===== config.mk =====
export PLATFORM = sky130hd
export DESIGN_NAME = fetch_stage_flat
export DESIGN_NICKNAME = d
export VERILOG_FILES = /design/src/rtl/fetch_pkg.sv /design/src/rtl/fetch_if.sv /design/src/rtl/fetch_fifo.sv /design/src/rtl/fetch_stage.sv /design/src/flat_wrapper.sv
export SDC_FILE = /design/constraint.sdc
export NUM_CORES = 1
export LEC_CHECK = 0
export CAP_MARGIN = 25
export CORE_ASPECT_RATIO = 2
export CORE_MARGIN = 2
export CORE_UTILIZATION = 63
export CTS_BUF_LIST = sky130_fd_sc_hd__clkbuf_4 sky130_fd_sc_hd__clkbuf_8 sky130_fd_sc_hd__clkbuf_16
export CTS_CLUSTER_SIZE = 40
export DETAILED_ROUTE_END_ITERATION = 10
export DONT_BUFFER_PORTS = 1
export PLACE_DENSITY = 0.79
export SLEW_MARGIN = 0
export SYNTH_ARGS = -nofsm -noshare
export SYNTH_HDL_FRONTEND = slang
export SYNTH_SLANG_ARGS = --single-unit

===== constraint.sdc =====
create_clock -name clk -period 6.5 [get_ports clk]
set_input_delay 1.95 -clock clk [delete_from_list [all_inputs] [get_ports clk]]
set_output_delay 1.95 -clock clk [all_outputs]
set_load 0.1 [all_outputs]

===== src/rtl/fetch_pkg.sv =====
// Shared types and default widths for the fetch stage.
// Latency: n/a (types and constants only).
// Backpressure: n/a.
package fetch_pkg;

    localparam int PC_WIDTH_DEF    = 19;
    localparam int INSTR_WIDTH_DEF = 32;
    localparam int RESET_PC_DEF    = 0;

    // One fetch queue slot: the instruction word tagged with its own PC.
    typedef struct packed {
        logic [PC_WIDTH_DEF-1:0]    pc;
        logic [INSTR_WIDTH_DEF-1:0] instr;
    } fetch_entry_t;

endpackage


===== src/rtl/fetch_if.sv =====
// Bundle of the fetch stage's instruction-memory, redirect and decode-side signals.
// Latency: n/a (wiring only).
// Backpressure: out_valid/out_ready handshake towards decode; imem has no stall.
// Ports: master = fetch stage side, slave = memory/execute/decode side.
interface fetch_if import fetch_pkg::*; #(
    parameter int PC_WIDTH    = PC_WIDTH_DEF,
    parameter int INSTR_WIDTH = INSTR_WIDTH_DEF
);
    logic                   imem_req;
    logic [PC_WIDTH-1:0]    imem_addr;
    logic [INSTR_WIDTH-1:0] imem_rdata;
    logic                   redirect;
    logic [PC_WIDTH-1:0]    redirect_pc;
    logic                   out_valid;
    logic                   out_ready;
    logic [INSTR_WIDTH-1:0] out_instr;
    logic [PC_WIDTH-1:0]    out_pc;

    modport master (
        output imem_req, imem_addr, out_valid, out_instr, out_pc,
        input  imem_rdata, redirect, redirect_pc, out_ready
    );

    modport slave (
        input  imem_req, imem_addr, out_valid, out_instr, out_pc,
        output imem_rdata, redirect, redirect_pc, out_ready
    );
endinterface


===== src/rtl/fetch_fifo.sv =====
// Circular fetch queue with push, pop and single-cycle flush.
// Latency: a pushed entry is visible at the head the cycle after the push.
// Backpressure: none internally; the caller's credit scheme must never push when full.
// Ports: clk/reset, flush_i, push_i/push_dat_i, pop_i, head_dat_o, count_o.
module fetch_fifo import fetch_pkg::*; #(
    parameter int  DEPTH   = 2,
    parameter type entry_t = fetch_entry_t
) (
    input  logic                   clk,
    input  logic                   reset,
    input  logic                   flush_i,
    input  logic                   push_i,
    input  entry_t                 push_dat_i,
    input  logic                   pop_i,
    output entry_t                 head_dat_o,
    output logic [$clog2(DEPTH):0] count_o
);
    localparam int            PW   = $clog2(DEPTH);
    localparam logic [PW:0]   FULL = (PW+1)'(DEPTH);

    logic [PW-1:0] head_q, head_d, tail_q, tail_d;
    logic [PW:0]   count_q, count_d;
    entry_t        mem_q [DEPTH];

    always_comb begin
        head_d  = head_q;
        tail_d  = tail_q;
        count_d = count_q;
        if (flush_i) begin
            head_d  = '0;
            tail_d  = '0;
            count_d = '0;
        end else begin
            // DEPTH is a power of two, so pointer wrap is the natural overflow.
            if (push_i) tail_d = tail_q + PW'(1);
            if (pop_i)  head_d = head_q + PW'(1);
            case ({push_i, pop_i})
                2'b10:   count_d = count_q + (PW+1)'(1);
                2'b01:   count_d = count_q - (PW+1)'(1);
                default: count_d = count_q;
            endcase
        end
    end

    always_ff @(posedge clk) begin
        if (!reset) begin
            head_q  <= '0;
            tail_q  <= '0;
            count_q <= '0;
        end else begin
            head_q  <= head_d;
            tail_q  <= tail_d;
            count_q <= count_d;
        end
    end

    // Storage needs no reset: count gates every read of it.
    always_ff @(posedge clk) begin
        if (reset && !flush_i && push_i) mem_q[tail_q] <= push_dat_i;
    end

    assign head_dat_o = mem_q[head_q];
    assign count_o    = count_q;

`ifndef SYNTHESIS
    always_ff @(posedge clk) begin
        if (reset && !flush_i) begin
            assert (!(push_i && !pop_i && count_q == FULL));
            assert (!(pop_i && count_q == '0));
        end
    end
`endif

endmodule


===== src/rtl/fetch_stage.sv =====
// Fetch stage: owns the PC, issues imem reads, queues returned words for decode.
// Latency: first instruction valid 2 cycles after reset release or a redirect edge; 1/cycle steady.
// Backpressure: credit-limited issue; out_ready=0 stalls requests once the queue plus in-flight is full.
// Ports: clk, reset (sync, active-low), bus (fetch_if.master: imem, redirect, decode handshake).
module fetch_stage import fetch_pkg::*; #(
    parameter int                  PC_WIDTH    = PC_WIDTH_DEF,
    parameter int                  INSTR_WIDTH = INSTR_WIDTH_DEF,
    parameter logic [PC_WIDTH-1:0] PC_STEP     = PC_WIDTH'(1),
    parameter logic [PC_WIDTH-1:0] RESET_PC    = PC_WIDTH'(RESET_PC_DEF),
    parameter int                  DEPTH       = 2
) (
    input  logic     clk,
    input  logic     reset,
    fetch_if.master  bus
);
    localparam int CW = $clog2(DEPTH) + 1;

    typedef struct packed {
        logic [PC_WIDTH-1:0]    pc;
        logic [INSTR_WIDTH-1:0] instr;
    } entry_t;

    logic [PC_WIDTH-1:0] pc_q, pc_d;
    logic [PC_WIDTH-1:0] inflight_pc_q, inflight_pc_d;
    logic                inflight_q, inflight_d;

    logic [CW-1:0] count;
    entry_t        head_dat, push_dat;
    logic          out_vld, pop, push, flush, req;
    logic [CW:0]   used, avail;

    assign out_vld = reset && (count != '0);

    // credit > 0 rewritten without subtraction: count + inflight < DEPTH + pop.
    // The pop term makes imem_req combinational on out_ready.
    assign used  = {1'b0, count} + {{CW{1'b0}}, inflight_q};
    assign avail = (CW+1)'(DEPTH) + {{CW{1'b0}}, out_vld & bus.out_ready};
    assign req   = reset && !bus.redirect && (used < avail);

    // A redirect drops the response landing this cycle and voids any pop.
    assign flush    = !reset || bus.redirect;
    assign push     = reset && !bus.redirect && inflight_q;
    assign pop      = out_vld && bus.out_ready && !bus.redirect;
    assign push_dat = {inflight_pc_q, bus.imem_rdata};

    always_comb begin
        pc_d          = pc_q;
        inflight_d    = 1'b0;
        inflight_pc_d = inflight_pc_q;
        if (bus.redirect) begin
            pc_d = bus.redirect_pc;
        end else if (req) begin
            pc_d          = pc_q + PC_STEP;
            inflight_d    = 1'b1;
            inflight_pc_d = pc_q;
        end
    end

    always_ff @(posedge clk) begin
        if (!reset) begin
            pc_q          <= RESET_PC;
            inflight_q    <= 1'b0;
            inflight_pc_q <= RESET_PC;
        end else begin
            pc_q          <= pc_d;
            inflight_q    <= inflight_d;
            inflight_pc_q <= inflight_pc_d;
        end
    end

    fetch_fifo #(
        .DEPTH   (DEPTH),
        .entry_t (entry_t)
    ) u_fifo (
        .clk        (clk),
        .reset      (reset),
        .flush_i    (flush),
        .push_i     (push),
        .push_dat_i (push_dat),
        .pop_i      (pop),
        .head_dat_o (head_dat),
        .count_o    (count)
    );

    // Outputs are forced quiet while reset is low, before the first reset edge lands.
    assign bus.imem_req  = req;
    assign bus.imem_addr = reset ? pc_q : RESET_PC;
    assign bus.out_valid = out_vld;
    assign bus.out_instr = out_vld ? head_dat.instr : '0;
    assign bus.out_pc    = out_vld ? head_dat.pc    : '0;

endmodule


===== src/flat_wrapper.sv =====
// flat-port wrapper written by rule: the top's interface ports become plain ports
module fetch_stage_flat import fetch_pkg::*;
#(
    parameter int                  PC_WIDTH    = PC_WIDTH_DEF,
    parameter int                  INSTR_WIDTH = INSTR_WIDTH_DEF,
    parameter logic [PC_WIDTH-1:0] PC_STEP     = PC_WIDTH'(1),
    parameter logic [PC_WIDTH-1:0] RESET_PC    = PC_WIDTH'(RESET_PC_DEF),
    parameter int                  DEPTH       = 2
)
  (clk, reset, bus_imem_req, bus_imem_addr, bus_out_valid, bus_out_instr, bus_out_pc, bus_imem_rdata, bus_redirect, bus_redirect_pc, bus_out_ready);
  fetch_if #(.PC_WIDTH(PC_WIDTH), .INSTR_WIDTH(INSTR_WIDTH)) bus_i ();
  input  logic clk;
  input  logic reset;
  output wire logic [$bits(bus_i.imem_req)-1:0] bus_imem_req;
  output wire logic [$bits(bus_i.imem_addr)-1:0] bus_imem_addr;
  output wire logic [$bits(bus_i.out_valid)-1:0] bus_out_valid;
  output wire logic [$bits(bus_i.out_instr)-1:0] bus_out_instr;
  output wire logic [$bits(bus_i.out_pc)-1:0] bus_out_pc;
  input wire logic [$bits(bus_i.imem_rdata)-1:0] bus_imem_rdata;
  input wire logic [$bits(bus_i.redirect)-1:0] bus_redirect;
  input wire logic [$bits(bus_i.redirect_pc)-1:0] bus_redirect_pc;
  input wire logic [$bits(bus_i.out_ready)-1:0] bus_out_ready;
  assign bus_imem_req = bus_i.imem_req;
  assign bus_imem_addr = bus_i.imem_addr;
  assign bus_out_valid = bus_i.out_valid;
  assign bus_out_instr = bus_i.out_instr;
  assign bus_out_pc = bus_i.out_pc;
  assign bus_i.imem_rdata = bus_imem_rdata;
  assign bus_i.redirect = bus_redirect;
  assign bus_i.redirect_pc = bus_redirect_pc;
  assign bus_i.out_ready = bus_out_ready;
  fetch_stage #(.PC_WIDTH(PC_WIDTH), .INSTR_WIDTH(INSTR_WIDTH), .PC_STEP(PC_STEP), .RESET_PC(RESET_PC), .DEPTH(DEPTH)) u_core (.clk(clk), .reset(reset), .bus(bus_i));
endmodule

== After elaboration in Yosys (flattened, before gate mapping) ==
Memory sizes are Yosys's and may differ from the RTL's. A register that Yosys moved wholly into a read port is not among the register bits.
Cells that the tools add are included.

* Add/sub/neg operators: 7
* $lt $le $gt $ge: 1
* Equal/unequal tests: 2
* Multiplexer cells: 11
* Bitwise gates (word level): 3
* Reduce and logical (&&, ||, !) cells: 18

{| class="wikitable"
|+ Operators with widths
! kind !! number
|-
| $mux W19 || 4
|-
| $mux W32 || 1
|-
| $add A19 B1 Y19 const B || 1
|-
| $logic_and A1 B1 Y1 || 8
|-
| $reduce_bool A2 Y1 || 3
|-
| $mux W1 || 5
|-
| $pmux W2 S2 || 1
|-
| $reduce_or A2 Y1 || 2
|-
| $add A2 B1 Y3 || 1
|-
| $add A2 B1 Y3 const A || 1
|-
| $logic_not A1 Y1 || 3
|-
| $lt A3 B3 Y1 || 1
|-
| $add A1 B1 Y1 const B || 2
|-
| $add A2 B1 Y2 const B || 1
|-
| $eq A2 B1 Y1 const B || 1
|-
| $eq A2 B2 Y1 const B || 1
|-
| $not A1 Y1 || 2
|-
| $reduce_and A2 Y1 || 1
|-
| $sub A2 B1 Y2 const B || 1
|-
| $and A1 B1 Y1 || 1
|-
| $logic_or A1 B1 Y1 || 1
|}

* Register bits: 43
* RAM bits: 102
* Input port bits: 55
* Memories: 1

{| class="wikitable"
|+ Memories
! memory !! words !! bits a word !! rd ports !! clocked after memory_dff !! write ports !! line !! text
|-
| u_core.u_fifo.mem_q || 2 || 51 || 1 || 1 || 1 || fetch_fifo.sv:23 || <nowiki>entry_t mem_q [DEPTH];</nowiki>
|}

== Depth between registers and ports, before layout ==
* Depth after elaboration: 8
* Gate-level depth with buffers: 9
* Depth with buffers taken out: 8

== By module ==
A second synthesis with hierarchy kept.

* Cell total of the unflattened synthesis: 493
* Area total of the unflattened synthesis: 6170.9 um2

{| class="wikitable"
|+ By module, submodules not included
! module !! instances !! cells each !! area an instance (um2)
|-
| fetch_fifo || 1 || 181 || 3870.0
|-
| fetch_stage || 1 || 312 || 2301.0
|}

== Worst setup path before layout ==
No wires, ideal clock.

* Path kind: input -> output
* From: input reset
* To: output bus_out_instr[0]
* Arrival time: 3.864 ns
* Required time: 4.550 ns
* Slack: 0.686 ns
* Stages on the path: 4
* Cell sequence: clkbuf_1 o21ai_1 clkbuf_1 nor2_1

* Cells in the longest elaborated chain, start to end: 2

{| class="wikitable"
|+ Ends and longest elaborated chain
! item !! line !! text
|-
| start, declared || flat_wrapper.sv:13 || <nowiki>input logic reset;</nowiki>
|-
| $logic_and A1 B1 Y1 || fetch_stage.sv:32 || <nowiki>assign out_vld = reset && (count != '0);</nowiki>
|-
| $mux W32 || fetch_stage.sv:89 || <nowiki>assign bus.out_instr = out_vld ? head_dat.instr : '0;</nowiki>
|-
| end, declared || flat_wrapper.sv:17 || <nowiki>output wire logic [$bits(bus_i.out_instr)-1:0] bus_out_instr;</nowiki>
|}

No other way between the ends.

== Final worst setup path ==
* From: input bus_redirect
* To: output bus_imem_req

* Cells in the longest elaborated chain, start to end: 3

{| class="wikitable"
|+ Ends and longest elaborated chain
! item !! line !! text
|-
| start, declared || flat_wrapper.sv:20 || <nowiki>input wire logic [$bits(bus_i.redirect)-1:0] bus_redirect;</nowiki>
|-
| $logic_not A1 Y1 || fetch_stage.sv:38 || <nowiki>assign req = reset && !bus.redirect && (used < avail);</nowiki>
|-
| $logic_and A1 B1 Y1 (2 in a row) || fetch_stage.sv:38 ||
|-
| end, declared || flat_wrapper.sv:14 || <nowiki>output wire logic [$bits(bus_i.imem_req)-1:0] bus_imem_req;</nowiki>
|}

No other way between the ends.

==> insert_results.sql <==
INSERT INTO impl_metrics (metric_group, metric, value, unit) VALUES
('synthesis', 'avgSynthCellArea', '12.4', 'sq um'),
('clock_tree', 'root_buffer', 'clkbuf_16', ''),
('power', 'fin_total_pwr', '2.19', 'mW'),
('synthesis', 'synth_cells', '482', ''),
('synthesis', 'synth-warning-count', '0', ''),
('floorplan', 'fp.dieArea', '10300', 'sq um'),
('min_path', 'min-delay-path-class', 'reg2reg', ''),
('layout', 'antennaDiodeCount', '0', ''),
('run', 'max_cap_viol_count', '0', ''),
('clock_tree', 'tritoncts_num_sinks', '146', ''),
('status', 'status', 'completed', ''),
('power', 'power_density', '300', 'nW/um^2'),
('sta', 'slew_viol_final', '0', ''),
('layout', 'final_cell_area', '7300', 'sq um'),
('routing', 'route.detailed.vias_per_inst', '5.84', ''),
('clock_tree', 'cts_tree', 'yes', ''),
('critical_path', 'timing.critical_path.max_delay_family', 'simple AND/OR/NAND/NOR gates', ''),
('synthesis', 'synth_cell_types', '51', ''),
('routing', 'drt-wirelength-per-cell', '18.4', 'um'),
('critical_path', 'worstReg2RegEnd', 'u_core.pc_q[0]', ''),
('placement', 'placement.cell_area', '6620', 'sq um'),
('power', 'static-leakage-power', '2.51', 'nW'),
('critical_path', 'critPathArrivalTime', '3.55', 'ns'),
('routing', 'drt_iter0_markers', '191', ''),
('layout', 'layout.cells.most_common_list', 'edfxtp_1, buf_4, nor2_2', ''),
('critical_path', 'cp_cell_sequence', 'nand2b_1, nor2_2, nand2_2, inv_1', ''),
('synthesis', 'postSynth.topFlopCell', 'edfxtp_1', ''),
('floorplan', 'standard_cell_core_area', '9320', 'sq um'),
('critical_path', 'cpPeakStageDelay', '0.77', 'ns'),
('synthesis', 'asyncSetResetFlopFracSynth', '0', ''),
('grt', 'grt_start_max_net_pins', '37', ''),
('sta', 'timing.final.crit_share', '0.846', ''),
('floorplan', 'floorplan.rows', '50', ''),
('sta', 'holdWs', '0.453', 'ns'),
('layout', 'num-nets-final', '596', ''),
('routing', 'drt_drc_violations_left', '0', ''),
('floorplan', 'die_h', '142', 'um'),
('routing', 'totalWireLength', '12000', 'um'),
('placement', 'buffer_ports.inserted', '0', ''),
('floorplan', 'floorplan.initialDensity', '0.642', ''),
('critical_path', 'path_buf_inv', '1', ''),
('floorplan', 'die-width', '72.9', 'um'),
('clock_tree', 'clk_pin_slew_worst_paths', '0.06', 'ns'),
('routing', 'dr.pass1.iters', '6', ''),
('critical_path', 'worst-r2r-cell-count', '8', ''),
('layout', 'drive_above_1_share', '0.300', ''),
('grt', 'vias_in_the_first_global_route', '3840', ''),
('clock_tree', 'clock_path_buffers', '2', ''),
('sta', 'final-hold-violation-count', '0', ''),
('clock_tree', 'cts-buffers-inserted', '17', ''),
('critical_path', 'path_depth', '4', ''),
('placement', 'post_dp_hpwl', '8480', 'um'),
('clock_tree', 'clock_latency_on_the_worst_skew_pair', '0.41', 'ns'),
('critical_path', 'cp_slowest_cell', 'inv_1', ''),
('floorplan', 'boundaryPins', '127', ''),
('grt', 'initial_antenna_violation_count', '0', ''),
('grt', 'grt_remaining_overflow', '0', ''),
('critical_path', 'worstPathRequired', '4.55', 'ns'),
('synthesis', 'yosysSeqAreaShare', '0.659', ''),
('critical_path', 'ff2ff_setup_slack', '3.40', 'ns'),
('placement', 'replace_congestion', '0.886', ''),
('clock_tree', 'cts_max_level', '4', ''),
('min_path', 'hold_path.startpoint', 'u_core.inflight_pc_q[16]', ''),
('layout', 'growth_of_design_area_from_synthesis_to_finish', '22.0', '%'),
('sta', 'worstMarginPinSlew', '0.993', 'ns'),
('sta', 'setup-tns-final', '0', 'ns'),
('min_path', 'hold-path-cell-count', '0', ''),
('critical_path', 'worst_r2r_startpoint', 'u_core.u_fifo.count_o[0]', ''),
('synthesis', 'synthesis.area', '5980', 'sq um'),
('sta', 'setup_violations', '0', ''),
('min_path', 'hold_path_end', 'u_core.u_fifo.mem_q[0][48]', '');
-- cells in the mapped netlist, drive strengths merged, types with 2 or more instances --
master    n  area [sq um]
a211oi    5          42.5
a21oi    27           135
a31oi     2          12.5
and2     21           131
and3      2          12.5
and4      2          17.5
buf       8          42.5
clkbuf   17          63.8
dfxtp    44           881
edfxtp  102          3060
ha        4          50.1
inv       7          26.3
mux2i    51           510
nand2    54           205
nand2b    3          18.8
nand3     6          35.0
nand4     8          56.3
nor2     69           262
nor3      5          30.0
nor4      2          27.5
nor4b     2          30.0
o211a     2          20.0
o21a      2          16.3
o21ai     8          43.8
o311ai    2          17.5
or3       3          18.8
xnor2     9          78.8
xor2      4          35.0
-- per-stage QoR --
step / instances / util
6_report: 654 / 0.783
5_1_grt: 654 / 0.783
4_1_cts: 653 / 0.781
3_5_place_dp: 621 / 0.710
3_3_place_gp: 620 / 0.708
2_1_floorplan: 482 / -
-- power breakdown --
part | total [mW] | internal [mW] | switching, mW
combinational | 0.107 | 0.0237 | 0.0838
clock | 1.06 | 0.708 | 0.348
sequential | 1.03 | 1.01 | 0.0167
-- worst register-to-register path: cells and delay by family, from the launching register on --
kind                     cells  cell delay [ns]
AO/OA/AOI/OAI                1             0.09
XOR/XNOR                     1             0.15
adder cells (fa/ha/maj)      2             0.57
buffers and inverters        2             1.11
flip-flops                   1             0.39
AND/OR/NAND/NOR              2             0.65
-- worst max-delay path by stage --
stage / end / slack (ns) / start
after floorplan: bus_out_instr[0] / 0.69 / reset
after global placement: bus_imem_req / 1.08 / bus_redirect
after detailed placement: bus_imem_req / 1.00 / bus_redirect
after CTS: bus_imem_req / 1.0 / bus_redirect
after global routing: bus_imem_req / 0.88 / bus_redirect
final: bus_imem_req / 1.00 / bus_redirect
-- flip-flops by register name, summed over array words and instances, names as in the netlist, named ones only --
signal	flops
u_core.inflight_q	1
u_core.inflight_pc_q	19
u_core.u_fifo.head_q	1
u_core.u_fifo.mem_q	102
u_core.u_fifo.count_o	2
u_core.pc_q	19
u_core.u_fifo.tail_q	1
-- routing by layer --
| metal | wire (um) | track usage | up-vias |
|---|---|---|---|
| met4 | 235 | 0.100 | 0 |
| li1 | - | - | 1839 |
| met5 | 0 | 0 | - |
| met3 | 662 | 0.0661 | 17 |
| met1 | 4090 | 0.232 | 1830 |
| met2 | 7040 | 0.452 | 135 |
-- cell type report --
| class | instances | area (sq um) | area share |
|---|---|---|---|
| flip-flops and latches | 146 | 3950 | 0.541 |
| multi-input cells | 304 | 2060 | 0.282 |
| repair buffers | 61 | 483 | 0.0662 |
| clock buffers | 22 | 469 | 0.0643 |
| clock inverters | 10 | 185 | 0.0254 |
| well taps | 104 | 130 | 0.0178 |
| inverters | 7 | 26.3 | 0.00360 |
-- kinds of logic after synthesis --
| family | share of synthesized area |
|---|---|
| buffers and inverters | 0.0222 |
| muxes | 0.0872 |
| xor gates and xnor gates | 0.0190 |
| adders and majority gates | 0.00837 |
| AOI/OAI and AO/OA | 0.0598 |
| and+or+nand+nor | 0.144 |
| DFF | 0.659 |
Note: power is estimated with default switching activity, not from simulation.
